$ cat config.mk
export PLATFORM = sky130hd
export DESIGN_NAME = frog_memctl
export DESIGN_NICKNAME = d
export VERILOG_FILES = /design/src/rtl/frog_pkg.sv /design/src/rtl/frog_mem128x4.sv /design/src/rtl/frog_memctl.sv
export SDC_FILE = /design/constraint.sdc
export NUM_CORES = 1
export LEC_CHECK = 0
export BUFFER_PORTS_ARGS = -buffer_cell sky130_fd_sc_hd__buf_4
export CAP_MARGIN = 20
export CORE_ASPECT_RATIO = 1.2
export CORE_UTILIZATION = 45
export CTS_CLUSTER_DIAMETER = 200
export DETAILED_ROUTE_END_ITERATION = 8
export HOLD_SLACK_MARGIN = 0.06
export SKIP_LAST_GASP = 1
export SLEW_MARGIN = 15
export SYNTH_ARGS = -nofsm -noshare
export SYNTH_HDL_FRONTEND = slang
export SYNTH_SLANG_ARGS = --single-unit
$ cat constraint.sdc
create_clock -name clk -period 17.6 [get_ports clk]
set_input_delay 0.88 -clock clk [delete_from_list [all_inputs] [get_ports clk]]
set_output_delay 0.88 -clock clk [all_outputs]
set_load 0.02 [all_outputs]
$ cat src/rtl/frog_pkg.sv
// frog shared definitions: FSM state enums, CPU bus field
// positions and frog opcode constants for program assembly.
package frog_pkg;

  typedef enum logic [1:0] {
    RUN,
    LOAD,
    RELEASE
  } top_t;

  typedef enum logic {
    WIDLE,
    WDATA
  } wst_t;

  localparam int WCYC_BIT = 7;
  localparam int ADDR_MSB = 6;

  localparam logic [3:0] OP_NOP = 4'h0;
  localparam logic [3:0] OP_LDA = 4'h1;
  localparam logic [3:0] OP_STA = 4'h2;
  localparam logic [3:0] OP_ADD = 4'h3;
  localparam logic [3:0] OP_SUB = 4'h4;
  localparam logic [3:0] OP_AND = 4'h5;
  localparam logic [3:0] OP_OR  = 4'h6;
  localparam logic [3:0] OP_XOR = 4'h7;
  localparam logic [3:0] OP_LDI = 4'h8;
  localparam logic [3:0] OP_JMP = 4'h9;
  localparam logic [3:0] OP_JZ  = 4'hA;
  localparam logic [3:0] OP_JC  = 4'hB;
  localparam logic [3:0] OP_OUT = 4'hC;
  localparam logic [3:0] OP_IN  = 4'hD;
  localparam logic [3:0] OP_HLT = 4'hF;

endpackage

$ cat src/rtl/frog_mem128x4.sv
// Nibble store: async-reset clear, one sync write port,
// one combinational read port (raddr -> rdata).
module frog_mem128x4 #(
  parameter int AW = 7,
  parameter int DW = 4
) (
  input  logic          clk,
  input  logic          rst_p,
  input  logic          we,
  input  logic [AW-1:0] waddr,
  input  logic [DW-1:0] wdata,
  input  logic [AW-1:0] raddr,
  output logic [DW-1:0] rdata
);

  logic [DW-1:0] mem [2**AW];

  always_ff @(posedge clk or posedge rst_p) begin
    if (rst_p) begin
      for (int i = 0; i < 2**AW; i++) mem[i] <= '0;
    end else if (we) begin
      mem[waddr] <= wdata;
    end
  end

  assign rdata = mem[raddr];

endmodule

$ cat src/rtl/frog_memctl.sv
// frog memory controller and program loader. Ports: clk, rst_p,
// cpu_bus/cpu_data/cpu_rst (CPU side), load_* (host loader side).
module frog_memctl
  import frog_pkg::*;
#(
  parameter int AW = 7,
  parameter int DW = 4
) (
  input  logic          clk,
  input  logic          rst_p,
  input  logic [7:0]    cpu_bus,
  output logic [DW-1:0] cpu_data,
  output logic          cpu_rst,
  input  logic          load_req,
  input  logic          load_valid,
  input  logic [DW-1:0] load_nib,
  output logic          load_ready,
  output logic          load_wrap
);

  top_t state, state_nx;
  wst_t wst, wst_nx;

  logic [AW-1:0] waddr;
  logic [AW-1:0] ptr;
  logic          cpu_we;
  logic          ld_we;
  logic          we;
  logic [AW-1:0] m_waddr;
  logic [DW-1:0] m_wdata;
  logic [DW-1:0] rdata;
  logic          wcyc;
  logic          run_stay;

  assign wcyc = cpu_bus[WCYC_BIT];

  always_comb begin
    state_nx = state;
    unique case (state)
      RUN:     if (load_req) state_nx = LOAD;
      LOAD:    if (!load_req) state_nx = RELEASE;
      RELEASE: state_nx = RUN;
      default: state_nx = RELEASE;
    endcase
  end

  // A store still pending when LOAD is requested is dropped.
  assign run_stay = (state == RUN) && (state_nx == RUN);

  always_comb begin
    wst_nx = WIDLE;
    cpu_we = 1'b0;
    if (run_stay) begin
      unique case (wst)
        WIDLE: if (wcyc) wst_nx = WDATA;
        WDATA: if (wcyc) cpu_we = 1'b1;
        default: wst_nx = WIDLE;
      endcase
    end
  end

  always_ff @(posedge clk or posedge rst_p) begin
    if (rst_p) begin
      state   <= RELEASE;
      wst     <= WIDLE;
      cpu_rst <= 1'b1;
      waddr   <= '0;
    end else begin
      state   <= state_nx;
      wst     <= wst_nx;
      cpu_rst <= (state != RUN);
      if (run_stay && wst == WIDLE && wcyc)
        waddr <= cpu_bus[AW-1:0];
    end
  end

  assign ld_we = (state == LOAD) && load_valid;

  always_ff @(posedge clk or posedge rst_p) begin
    if (rst_p) begin
      ptr       <= '0;
      load_wrap <= 1'b0;
    end else if (state == RUN && state_nx == LOAD) begin
      ptr       <= '0;
      load_wrap <= 1'b0;
    end else if (ld_we) begin
      ptr <= ptr + 1'b1;
      if (ptr == '1) load_wrap <= 1'b1;
    end
  end

  assign we      = cpu_we | ld_we;
  assign m_waddr = ld_we ? ptr : waddr;
  assign m_wdata = ld_we ? load_nib : cpu_bus[DW-1:0];

  frog_mem128x4 #(
    .AW(AW),
    .DW(DW)
  ) u_mem (
    .clk  (clk),
    .rst_p(rst_p),
    .we   (we),
    .waddr(m_waddr),
    .wdata(m_wdata),
    .raddr(cpu_bus[AW-1:0]),
    .rdata(rdata)
  );

  assign load_ready = (state == LOAD);
  assign cpu_data   = (state == RUN && !wcyc) ? rdata : '0;

endmodule

Word level (Yosys, flattened, before mapping)
Cells that the tools add are included.
{"block": "totals", "regBits": 531, "input_bits": 16, "output_inout_bits": 7, "word_cells": 182}
{"block": "op_classes", "addsub": 1, "magnitude_cmp": 3, "n_eq_ne": 4, "muxes": 22, "bitwise_logic": 4, "n_reduce_logical": 14}
{"operator": "512-bit bitwise mux", "n": 1}
{"operator": "4-bit binary-select mux with 7-bit select", "n": 1}
{"operator": "4-bit demux with 7-bit select", "n": 1}
{"operator": "7-bit two-way mux", "n": 3}
{"operator": "4-bit two-way mux", "n": 5}
{"operator": "8-bit >= comparator, second input constant", "n": 2}
{"operator": "7-bit inverter with 8-bit output", "n": 2}
{"operator": "8-bit by 1-bit < comparator with 1-bit output, second input constant", "n": 1}
{"operator": "1-bit two-way mux", "n": 8}
{"operator": "7-bit by 1-bit adder with 7-bit output, second input constant", "n": 1}
{"operator": "7-bit equality test, second input constant", "n": 1}
{"operator": "1-bit logical AND", "n": 7}
{"operator": "2-bit one-hot mux with 3 select lines", "n": 1}
{"operator": "2-bit nonzero test", "n": 3}
{"operator": "2-bit by 1-bit equality test with 1-bit output, second input constant", "n": 2}
{"operator": "2-bit logical NOT", "n": 2}
{"operator": "2-bit two-way mux", "n": 2}
{"operator": "2-bit equality test, second input constant", "n": 1}
{"operator": "2-bit AND reduction", "n": 1}
{"operator": "1-bit logical NOT", "n": 1}
{"operator": "1-bit inverter", "n": 1}
{"operator": "1-bit OR", "n": 1}

Longest topological paths before layout
Gate-level depths: netlist of the first run.
{"block": "depth", "word_depth": 9, "depth_mapped": 10, "mapped_depth_nobuf": 6}

Cells and area by module
Synthesis of the first run repeated with hierarchy kept, for this count alone.
{"block": "unflattened", "hier_cells": 1561, "area_unflattened_um2": 24566.1}
{"module": "frog_mem128x4", "n_inst": 1, "cells_each": 1478, "area_per_inst_um2": 23580.1, "seq_area_each_um2": 12812.3}
{"module": "frog_memctl", "n_inst": 1, "cells_each": 83, "area_per_inst_um2": 985.9, "seq_area_each_um2": 478.0}

Least setup slack after synthesis of the first run
Ideal clock, no wire load.
{"block": "synth_path", "path_type": "in2out", "startpoint": "in cpu_bus[1]", "endpoint": "out cpu_data[0]", "t_arrival_ps": 2611, "required_time_ps": 16720, "slack_ps": 14109, "path_stages": 9, "path_buffers": 4, "cell_sequence": "buf_2 buf_2 buf_2 buf_2 mux2i_1 a21oi_1 a311oi_1 nand4b_1 nand3_1"}
{"block": "synth_between", "elab_chain_cells": 5}
{"item": "start: declaration", "line": "frog_memctl.sv:11", "source": "input logic [7:0] cpu_bus,"}
{"item": "7-bit inverter with 8-bit output (implied by the code)", "line": "frog_mem128x4.sv:26", "source": "assign rdata = mem[raddr];"}
{"item": "4-bit binary-select mux with 7-bit select", "line": "frog_mem128x4.sv:26"}
{"item": "4-bit two-way mux (implied by the code) (2 in series)", "line": "frog_mem128x4.sv:26"}
{"item": "4-bit two-way mux", "line": "frog_memctl.sv:110", "source": "assign cpu_data = (state == RUN && !wcyc) ? rdata : '0;"}
{"item": "end: declaration", "line": "frog_memctl.sv:12", "source": "output logic [DW-1:0] cpu_data,"}
No other way between the ends. The select of a mux whose other input is x is not followed.

Worst setup path in the final report of the first run
{"block": "layout_path", "startpoint": "in cpu_bus[0]", "endpoint": "out cpu_data[3]"}
The elaborated chain is that of the path after synthesis.

==> results of run 1 <==
layout make-up:
cell class	instances	area [um2]	area share (%)
antenna	2	5.005	0.01769
multi-input combinational	1189	11850	41.91
clock buffer	87	1669	5.901
timing repair buffer	44	382.9	1.354
tap	727	909.6	3.216
sequential	531	13290	46.99
clock inverter	10	155.1	0.5485
inverter	3	18.77	0.06635
critical path: stages:
cell      delay [ps]
buf_4            560
buf_4            610
nor3b_1          760
nand2_1          120
a31o_2           280
a21oi_1          200
nand4b_1         230
nand3_1          200
buf_4            170
sequential cells by signal, indices dropped and copies added, names as in the netlist:
register and cells:
u_mem.mem 512, ptr 7, waddr 7, state 2, cpu_rst 1, load_wrap 1
wst 1
power breakdown:
group          switching (mW)  internal, mW
Combinational           0.220         0.190
Sequential             0.0714          1.36
Clock                   0.478         0.703
per-layer routing:
layer	up-vias	GRT usage, %
met1	8122	31.07
met5	-	0
met2	248	36.08
met3	91	3.155
met4	0	6.263
li1	6751	-
kinds of logic (layout without fill, tap and decap cells):
family,Yosys count,count (layout),synth area share (%)
AOI/OAI and AO/OA,144,144,4.297
xor gates and xnor gates,5,5,0.1701
adders and majority gates,1,1,0.04860
buffers and inverters,138,144,2.450
DFF,531,531,51.64
muxes,732,732,34.49
other,0,2,0
and+or+nand+nor,307,307,6.908
through the flow:
stage | power [mW] | cells | utilization (%) | instance area, um2 | setup WS (ps)
global placement | 1.845 | 2492 | 46.99 | 26420 | 12650
CTS | 3.053 | 2589 | 50.24 | 28240 | 12670
global route | 3.146 | 2592 | 50.30 | 28280 | 12440
floorplan | 1.740 | 1858 | - | 25740 | 1885
detailed placement | 1.860 | 2492 | 46.99 | 26420 | 12670
finish | 3.019 | 2593 | 50.31 | 28280 | 12650
path summary, 6_finish.rpt:
check | to | from | slack (ps)
setup / recovery | cpu_data[3] | cpu_bus[0] | 12650
hold / removal | wst | load_req | 460
setup reg to reg | u_mem.mem[53] | state[1] | 14010
hold reg to reg | wst | wst | 480
max in group asynchronous | u_mem.mem[448] | rst_p | 15620
min in group asynchronous | u_mem.mem[310] | rst_p | 470
placed cells by master, fill, tap and decap left out, types with 8 or more instances in the layout:
master and n:
dfrtp_1 529, mux2_2 528, nand2_1 120, mux2i_1 108, mux4_2 68, clkbuf_16 57, nor2_4 48, buf_4 39
a22oi_1 32, nor2_1 31, a21oi_1 28, mux2_1 27, nand2b_1 25, nand3_1 23, clkbuf_1 17, clkbuf_8 13
nor2b_1 12, o21ai_0 9, o22ai_1 8
==> results.py, run 1 <==
metrics = {
    "clock_tree": {
        "clkSlewWorstSetupHoldPaths_ps": 60,
        "postCtsSetupRepairBufs": 0,
        "ctsResizeCount": 0,
        "cts_hold_buffers": 0,
        "cts_buffer_depth": 3,
        "htreeDepth": 2,
        "clk_latency_ps": 600,
        "clock_sinks": 531,
        "root_buffer": "clkbuf_16",
        "cts_tree": "done",
        "cts_made_buffers": 55,
    },
    "drt": {
        "route.vias.total": 15210,
        "top_layer": "met4",
        "drtPass1Iterations": 9,
        "drt-initial-drc-count": 1017,
        "vias_per_cell": 5.867,
        "ant_nets": 0,
        "wl_met1_mm": 28.23,
        "drc": 4,
        "wl_mm": 62.59,
        "drt-wirelength-per-cell_um": 24.14,
        "dr_wl_met2_mm": 30.66,
        "met3_length_mm": 2.151,
    },
    "status": {
        "status": "finished, violations left",
        "violations": "DRC",
    },
    "timing": {
        "setup_tns_ps": 0,
        "min_period_over_period_pct": 28.14,
        "rsz0062_at_grt": "no",
        "hold_viol": 0,
        "max_freq_mhz": 201.9,
        "finalCriticalPeriod_ps": 4954,
        "whs_ps": 459.2,
        "max_slew_margin_pct": 26.28,
        "finalMaxSlewViolations": 0,
        "tightestPinTransition_ps": 1096,
        "setup_violations": 0,
        "finalClockSkew_ps": 14.47,
    },
    "job": {
        "drv_cap": 0,
    },
    "synthesis": {
        "synth.most_common_cell": "dfrtp_1",
        "syn_area_mm2": 0.02574,
        "synth-async-reset-ratio_pct": 100.0,
        "synth_edf_count": 0,
        "synth_nets": 1875,
        "seq_area_frac_synth_pct": 51.64,
        "yosysTopAreaCell": "dfrtp_1",
        "yosys-top-cells-area": "dfrtp_1 (51%), mux2_2 (23%), mux4_2 (6.0%)",
        "ys_ff_latch": 531,
        "yosys_warnings": 0,
        "synthCells": 1858,
        "synth.top_cell.area_share_pct": 51.43,
        "ys.flop_type": "dfrtp_1",
        "ys_types": 60,
        "synthTopCellsByCount": "dfrtp_1 (529), mux2_2 (528), nand2_1 (123)",
        "syn-mean-instance-area_um2": 13.85,
    },
    "worst_setup_path": {
        "endpoint_kind": "output port",
        "worst_ep_required_time_ps": 16720,
        "crit_arrival_ps": 4070,
        "start_kind": "primary input",
        "cp_max_fo": 43,
        "timing_worst_setup_path_type": "primary input to output port",
        "reg2reg_depth": 7,
    },
    "placement": {
        "place_congestion": 0.8737,
        "port_buffers": 22,
        "hpwlAfterDp_mm": 40.28,
    },
    "floorplanning": {
        "fp-row-count": 95,
        "start_util_pct": 45.78,
        "die_y_um": 264.0,
        "coreArea_mm2": 0.05622,
        "pin_count": 23,
        "die_x_um": 220.3,
        "die-area_mm2": 0.05816,
    },
    "final_layout": {
        "area_delta_synth_final_pct": 9.892,
        "final_nets": 1841,
        "drive_gt1_share_pct": 43.19,
        "fill_cells": 4802,
    },
    "hold_path": {
        "hold_path.class": "primary input to flip-flop",
        "min_path_cells": 2,
    },
    "grt": {
        "grt_max_degree": 186,
        "track_usage_pct": 22.26,
        "antenna_found_initial": 1,
        "overflow": 0,
        "grt_pass1_vias": 15960,
        "grt_pass1_wl_mm": 98.59,
    },
    "pwr": {
        "leakagePower_nw": 13.31,
        "powerDensity_mw_per_mm2": 106.7,
        "ir_worst_vdd_mv": 0.09524,
    },
}
No activity file was read; power rests on OpenSTA's default activity.
==> run 2, diff against run 1 <==
--- a/config.mk
+++ b/config.mk
@@ -5,6 +5,7 @@
 export SDC_FILE = /design/constraint.sdc
 export NUM_CORES = 1
 export LEC_CHECK = 0
+export ABC_AREA = 1
 export BUFFER_PORTS_ARGS = -buffer_cell sky130_fd_sc_hd__buf_4
 export CAP_MARGIN = 20
 export CORE_ASPECT_RATIO = 1.2
==> constraint.sdc (replaced) <==
create_clock -name clk -period 4.3 [get_ports clk]
set_input_delay 0.215 -clock clk [delete_from_list [all_inputs] [get_ports clk]]
set_output_delay 0.215 -clock clk [all_outputs]
set_load 0.02 [all_outputs]
==> run 2 against run 1 <==
Effect of this change:
- the flow now finishes without violations
- register-to-register slack lost 13000 ps
- sequential cell count is the same
- sequential share of layout area grew 0.11 points
- first-iteration DRC count grew 91%
- via count grew 39%
- critical endpoint unchanged
==> results.py, run 2 <==
metrics = {
    "timing": {
        "finalClockSkew_ps": 21.08,
        "finalCriticalPeriod_ps": 3389,
        "min_period_over_period_pct": 78.82,
        "max_freq_mhz": 295.0,
        "finalMaxSlewViolations": 0,
        "hold_viol": 0,
        "max_slew_margin_pct": 29.47,
        "setup_violations": 0,
        "rsz0062_at_grt": "no",
        "tightestPinTransition_ps": 1055,
    },
    "drt": {
        "drt-initial-drc-count": 1946,
        "drc": 0,
        "ant_nets": 0,
        "vias_per_cell": 5.580,
        "drtPass1Iterations": 5,
        "drt-wirelength-per-cell_um": 19.37,
        "route.vias.total": 21140,
        "wl_mm": 73.38,
    },
    "synthesis": {
        "synthTopCellsByCount": "nand2_1 (1156), dfrtp_1 (529), nand3_1 (476)",
        "synth.top_cell.area_share_pct": 52.19,
        "synth.most_common_cell": "nand2_1",
        "synthCells": 3078,
        "syn-mean-instance-area_um2": 8.241,
        "seq_area_frac_synth_pct": 52.39,
        "yosys_warnings": 0,
        "synth_edf_count": 0,
        "ys_types": 32,
        "synth-async-reset-ratio_pct": 100.0,
        "yosysTopAreaCell": "dfrtp_1",
        "ys_ff_latch": 531,
        "yosys-top-cells-area": "dfrtp_1 (52%), nand2_1 (17%), nand3_1 (9.4%)",
        "synth_nets": 3095,
        "ys.flop_type": "dfrtp_1",
        "syn_area_mm2": 0.02537,
    },
    "clock_tree": {
        "cts_tree": "done",
        "htreeDepth": 2,
        "cts_made_buffers": 54,
        "cts_buffer_depth": 3,
        "clkSlewWorstSetupHoldPaths_ps": 70,
        "root_buffer": "clkbuf_16",
        "clk_latency_ps": 620,
        "clock_sinks": 531,
    },
    "placement": {
        "hpwlAfterDp_mm": 44.59,
        "port_buffers": 22,
        "placed_cell_area_mm2": 0.02627,
        "dp_cells": 3680,
        "place_congestion": 0.8909,
    },
    "final_layout": {
        "fill_cells": 5245,
        "drive_gt1_share_pct": 10.39,
        "mostFrequentLayoutCell": "nand2_1",
        "fin_area_mm2": 0.02822,
        "regMostFlops": "u_mem.mem",
        "stdcell_count": 3789,
        "final_nets": 3040,
        "area_delta_synth_final_pct": 11.25,
        "largest_reg_flops": 512,
        "final_cell_mix": "nand2_1 (1156), dfrtp_1 (529), nand3_1 (476), o21ai_1 (263), o21ai_0 (256)",
        "reg_top3": "u_mem.mem (512), ptr (7), waddr (7)",
        "antenna_cells": 0,
    },
    "hold_path": {
        "hold_path.class": "primary input to flip-flop",
    },
    "floorplanning": {
        "die-area_mm2": 0.05733,
        "pin_count": 23,
        "die_y_um": 262.1,
        "start_util_pct": 45.89,
        "die_x_um": 218.7,
        "fp-row-count": 94,
        "coreArea_mm2": 0.05528,
    },
    "worst_setup_path": {
        "endpoint_kind": "output port",
        "timing_worst_setup_path_type": "primary input to output port",
        "cp_max_fo": 81,
        "worst_ep_required_time_ps": 4090,
        "start_kind": "primary input",
        "crit_slowest_cell": "inv_6",
        "crit_chain": "clkbuf_8, inv_6, buf_4, nand2_1, nand3_1, nand3_1, nand3_1, nand2_1, nand2_1, nand3_1, nand2_1, nor2_1, nor2_1, buf_4",
        "crit_arrival_ps": 3170,
        "cp_top_family": "buffers and inverters",
        "worst_path_largest_cell_delay_ps": 600,
        "critPathBufInv": 4,
    },
    "grt": {
        "grt_pass1_vias": 20490,
        "grt_max_degree": 200,
        "overflow": 0,
        "grt_pass1_wl_mm": 116.8,
        "antenna_found_initial": 1,
        "track_usage_pct": 26.19,
    },
    "job": {
        "drv_cap": 0,
    },
    "pwr": {
        "total_power_mw": 12.62,
        "ir_worst_vdd_mv": 0.4331,
        "leakagePower_nw": 13.62,
        "powerDensity_mw_per_mm2": 447.2,
    },
    "status": {
        "status": "finished clean",
    },
}
==> run 2: timing repair <==
| item | 4_1_cts | 5_1_grt |
|---|---|---|
| resized for setup | 0 | 0 |
| hold endpoints to repair | 39 | 0 |
| hold buffers | 7 | 0 |
| buffers inserted | 0 | 0 |
==> run 2: worst paths after layout <==
path	slack (ps)	depth (start not counted)	endpoint	from
min	170	3	u_mem.mem[479]	load_nib[3]
min in group asynchronous	340	3	u_mem.mem[342]	rst_p
min reg2reg	470	2	waddr[6]	waddr[6]
max	910	14	cpu_data[3]	cpu_bus[0]
max in group asynchronous	2710	5	u_mem.mem[127]	rst_p
max reg2reg	1210	12	u_mem.mem[72]	state[1]
==> run 2: kinds of logic after synthesis <==
family | after synthesis | share of synthesized area [%]
fa+ha+maj | 1 | 0.04932
simple gates | 1795 | 33.20
compound gates | 537 | 10.82
buf+inv | 214 | 3.537
flops | 531 | 52.39
==> run 2: final cells by class <==
type / count / area, um2 / share of cell area, %
flip-flops and latches: 531 / 13290 / 47.10
inverters: 36 / 151.4 / 0.5365
repair buffers: 67 / 752.0 / 2.665
multi-input cells: 2333 / 11240 / 39.84
well taps: 720 / 900.9 / 3.192
clock buffers: 79 / 1607 / 5.693
clock inverters: 23 / 274.0 / 0.9710
==> run 2: tightest hold or removal path, cell delays in order <==
cell	delay, ps
buf_4	90
o21ai_4	230
o21ai_1	200
==> run 2: through the flow <==
| stage | utilization (%) | setup slack (ps) | setup TNS, ps | hold WS [ps] |
|---|---|---|---|---|
| after floorplan | - | -3131 | -1658760 | 370.6 |
| after global placement | 47.48 | 993.0 | 0 | 437.2 |
| after detailed placement | 47.52 | 999.0 | 0 | 429.8 |
| after CTS | 51.05 | 992.3 | 0 | 130.8 |
| after global routing | 51.05 | 796.3 | 0 | 154.9 |
| final | 51.05 | 910.7 | 0 | 167.0 |
==> run 2: metal layers <==
layer	wire length (um)	vias up	part of all wire (%)	track usage, %
li1	-	10070	-	-
met1	32270	10240	44	36.04
met2	34320	682	47	42.26
met3	4311	145	5.9	3.403
met4	2462	2	3.4	9.973
met5	16	-	0.022	0
==> run 2: power breakdown <==
part	internal (mW)	switching (mW)	leakage (nW)
registers	5.51	0.294	7.34
clock network	2.90	2.06	0.933
logic	0.566	1.29	5.35
==> run 3, diff against run 2 <==
--- a/config.mk
+++ b/config.mk
@@ -5,7 +5,7 @@
 export SDC_FILE = /design/constraint.sdc
 export NUM_CORES = 1
 export LEC_CHECK = 0
-export ABC_AREA = 1
+export ABC_AREA = 0
 export BUFFER_PORTS_ARGS = -buffer_cell sky130_fd_sc_hd__buf_4
 export CAP_MARGIN = 20
 export CORE_ASPECT_RATIO = 1.2
==> constraint.sdc (replaced) <==
create_clock -name clk -period 2.82 [get_ports clk]
set_input_delay 0.141 -clock clk [delete_from_list [all_inputs] [get_ports clk]]
set_output_delay 0.141 -clock clk [all_outputs]
set_load 0.02 [all_outputs]
==> run 3 against run 2 <==
Effect of this change:
- the run now ends with DRC left
- sequential share of layout area decreased by 1.7 points
- die area increased by 1.5%
- register-to-register slack got worse by 1200 ps
- power increased by 55%
- wire length decreased by 12%
- final area increased by 3.8%
- core utilization increased by 1.1 points
- highest routed layer is now met4
- critical path type is now flip-flop to flip-flop
- combinational power increased by 46%
- count of clock-buffer cells in the layout increased by 5
==> results.py, run 3 (same netlist as run 1, synthesis figures left out) <==
metrics = {
    "clock_tree": {
        "postCtsSetupRepairBufs": 0,
        "htreeDepth": 2,
        "cts_tree": "done",
        "clock_sinks": 531,
        "cts_made_buffers": 56,
        "clkSlewWorstSetupHoldPaths_ps": 60,
        "clk_latency_ps": 620,
        "cts_buffer_depth": 3,
        "root_buffer": "clkbuf_16",
    },
    "final_layout": {
        "regMostFlops": "u_mem.mem",
        "final_nets": 1911,
        "mostFrequentLayoutCell": "dfrtp_1",
        "regArea_mm2": 0.01329,
        "multiInputGateArea_mm2": 0.01194,
        "final_cell_mix": "dfrtp_1 (528), mux2_2 (526), nand2_1 (119), mux2i_1 (108), buf_4 (84)",
        "fill_cells": 4722,
        "final_util_pct": 52.10,
        "area_delta_synth_final_pct": 13.81,
        "drive_gt1_share_pct": 46.52,
        "largest_reg_flops": 512,
        "antenna_cells": 0,
        "reg_top3": "u_mem.mem (512), ptr (7), waddr (7)",
        "stdcell_count": 2668,
    },
    "hold_path": {
        "hold_path.class": "primary input to flip-flop",
    },
    "timing": {
        "finalCriticalPeriod_ps": 2788,
        "setup_violations": 0,
        "min_period_over_period_pct": 98.87,
        "tightestPinTransition_ps": 914.2,
        "finalClockSkew_ps": 21.68,
        "whs_ps": 119.0,
        "max_freq_mhz": 358.7,
        "finalMaxSlewViolations": 0,
        "setup_tns_ps": 0,
        "max_slew_margin_pct": 38.53,
        "hold_viol": 0,
        "rsz0062_at_grt": "yes",
    },
    "pwr": {
        "ir_worst_vdd_mv": 0.4736,
        "netSwitchingPower_mw": 4.986,
        "p_int_mw": 14.54,
        "pwr-share-clk_pct": 40.4,
        "seqPwrFrac_pct": 45.7,
        "leakagePower_nw": 13.87,
        "powerDensity_mw_per_mm2": 666.5,
        "pwr-share-comb_pct": 13.9,
        "total_power_mw": 19.52,
        "switching_share_pct": 25.54,
    },
    "floorplanning": {
        "fp-row-count": 95,
        "pin_count": 23,
        "start_util_pct": 45.78,
        "die_y_um": 264.0,
        "die_x_um": 220.3,
        "die-area_mm2": 0.05816,
        "coreArea_mm2": 0.05622,
    },
    "worst_setup_path": {
        "start_kind": "flip-flop",
        "timing_worst_setup_path_type": "flip-flop to flip-flop",
        "endpoint_kind": "flip-flop",
        "crit_arrival_ps": 3270,
        "worst_ep_required_time_ps": 3300,
        "cp_max_fo": 25,
    },
    "grt": {
        "overflow": 0,
        "track_usage_pct": 23.08,
        "grt_pass1_vias": 16650,
        "grt_pass1_wl_mm": 102.2,
        "antenna_found_initial": 0,
        "grt_max_degree": 86,
    },
    "drt": {
        "vias_per_cell": 5.776,
        "top_layer": "met4",
        "met3_length_mm": 2.441,
        "wl_met1_mm": 28.77,
        "ant_nets": 0,
        "drt-initial-drc-count": 1141,
        "drc": 2,
        "dr_wl_met2_mm": 31.40,
        "drt-wirelength-per-cell_um": 24.14,
        "wl_mm": 64.41,
        "drtPass1Iterations": 7,
        "route.vias.total": 15410,
    },
    "job": {
        "drv_cap": 0,
    },
    "placement": {
        "port_buffers": 22,
        "dp_cells": 2559,
        "place_congestion": 0.8187,
        "hpwlAfterDp_mm": 43.44,
    },
    "status": {
        "status": "finished, violations left",
        "violations": "DRC",
    },
}
==> run 3: changes by cell type in the layout (fill, tap and decap cells not counted), moves of 43 or more <==
cell / before / now
o21ai_0: 256 / 8
mux2_2: 0 / 526
nand2_1: 1156 / 119
buf_4: 41 / 84
mux4_2: 0 / 68
o21ai_1: 263 / 2
nand2_4: 89 / 3
nand3_1: 476 / 19
mux2i_1: 0 / 108
==> run 3: what timing repair did <==
item                                    CTS  global route
hold buffers                              5             0
hold endpoints to repair                 49             0
endpoints found under the setup margin    4            67
gates resized for setup                  11            11
cloned                                    0             0
pin swaps                                 5             5
==> run 3: critical path, stage by stage (launching register included) <==
cell and delay [ps]:
dfstp_2 590, nand3b_4 230, buf_4 300, buf_4 320
nand4_1 140, o31ai_2 250, nand2b_1 440, mux2_2 380
==> run 3: final cells by class <==
cell class                      instances  share of cell area, %
Clock inverter                         21                 0.9355
Sequential cell                       531                  45.38
Clock buffer                           84                  5.899
Multi-Input combinational cell       1189                  40.75
Tap cell                              727                  3.105
Inverter                                3                0.05126
Timing Repair Buffer                  113                  3.887
==> run 3: per-layer routing <==
metal	up-vias	global-route usage, %
met4	0	7.102
met2	297	37.18
met3	104	3.132
met1	8122	32.26
met5	-	0
li1	6888	-
==> run 3: worst paths after layout <==
check                                from              to  slack [ps]  cells past startpoint
min in group asynchronous           rst_p  u_mem.mem[330]         170                      3
setup reg to reg                 state[1]    u_mem.mem[6]          30                      7
hold / removal                load_nib[1]  u_mem.mem[505]         120                      4
max in group asynchronous           rst_p  u_mem.mem[119]        1610                      5
hold reg to reg            u_mem.mem[104]  u_mem.mem[104]         490                      1
setup / recovery                 state[1]    u_mem.mem[6]          30                      7
==> run 3: power by group through the flow <==
stage          registers [mW]  clock network [mW]  logic (mW)
2_1_floorplan            8.90                   0        1.96
3_3_place_gp             9.00                   0        2.65
3_5_place_dp             9.04                   0        2.71
4_1_cts                  8.91                8.07        2.74
5_1_grt                  9.02                8.37        2.94
6_report                 8.92                7.89        2.71
==> run 3: per-stage QoR <==
stage | worst slack, ps | cell area [um2]
final | 31.96 | 29290
after global routing | -91.30 | 29290
after CTS | -8.996 | 29250
after detailed placement | 26.47 | 27160
after global placement | 71.20 | 27160
after floorplan | -4537 | 25740
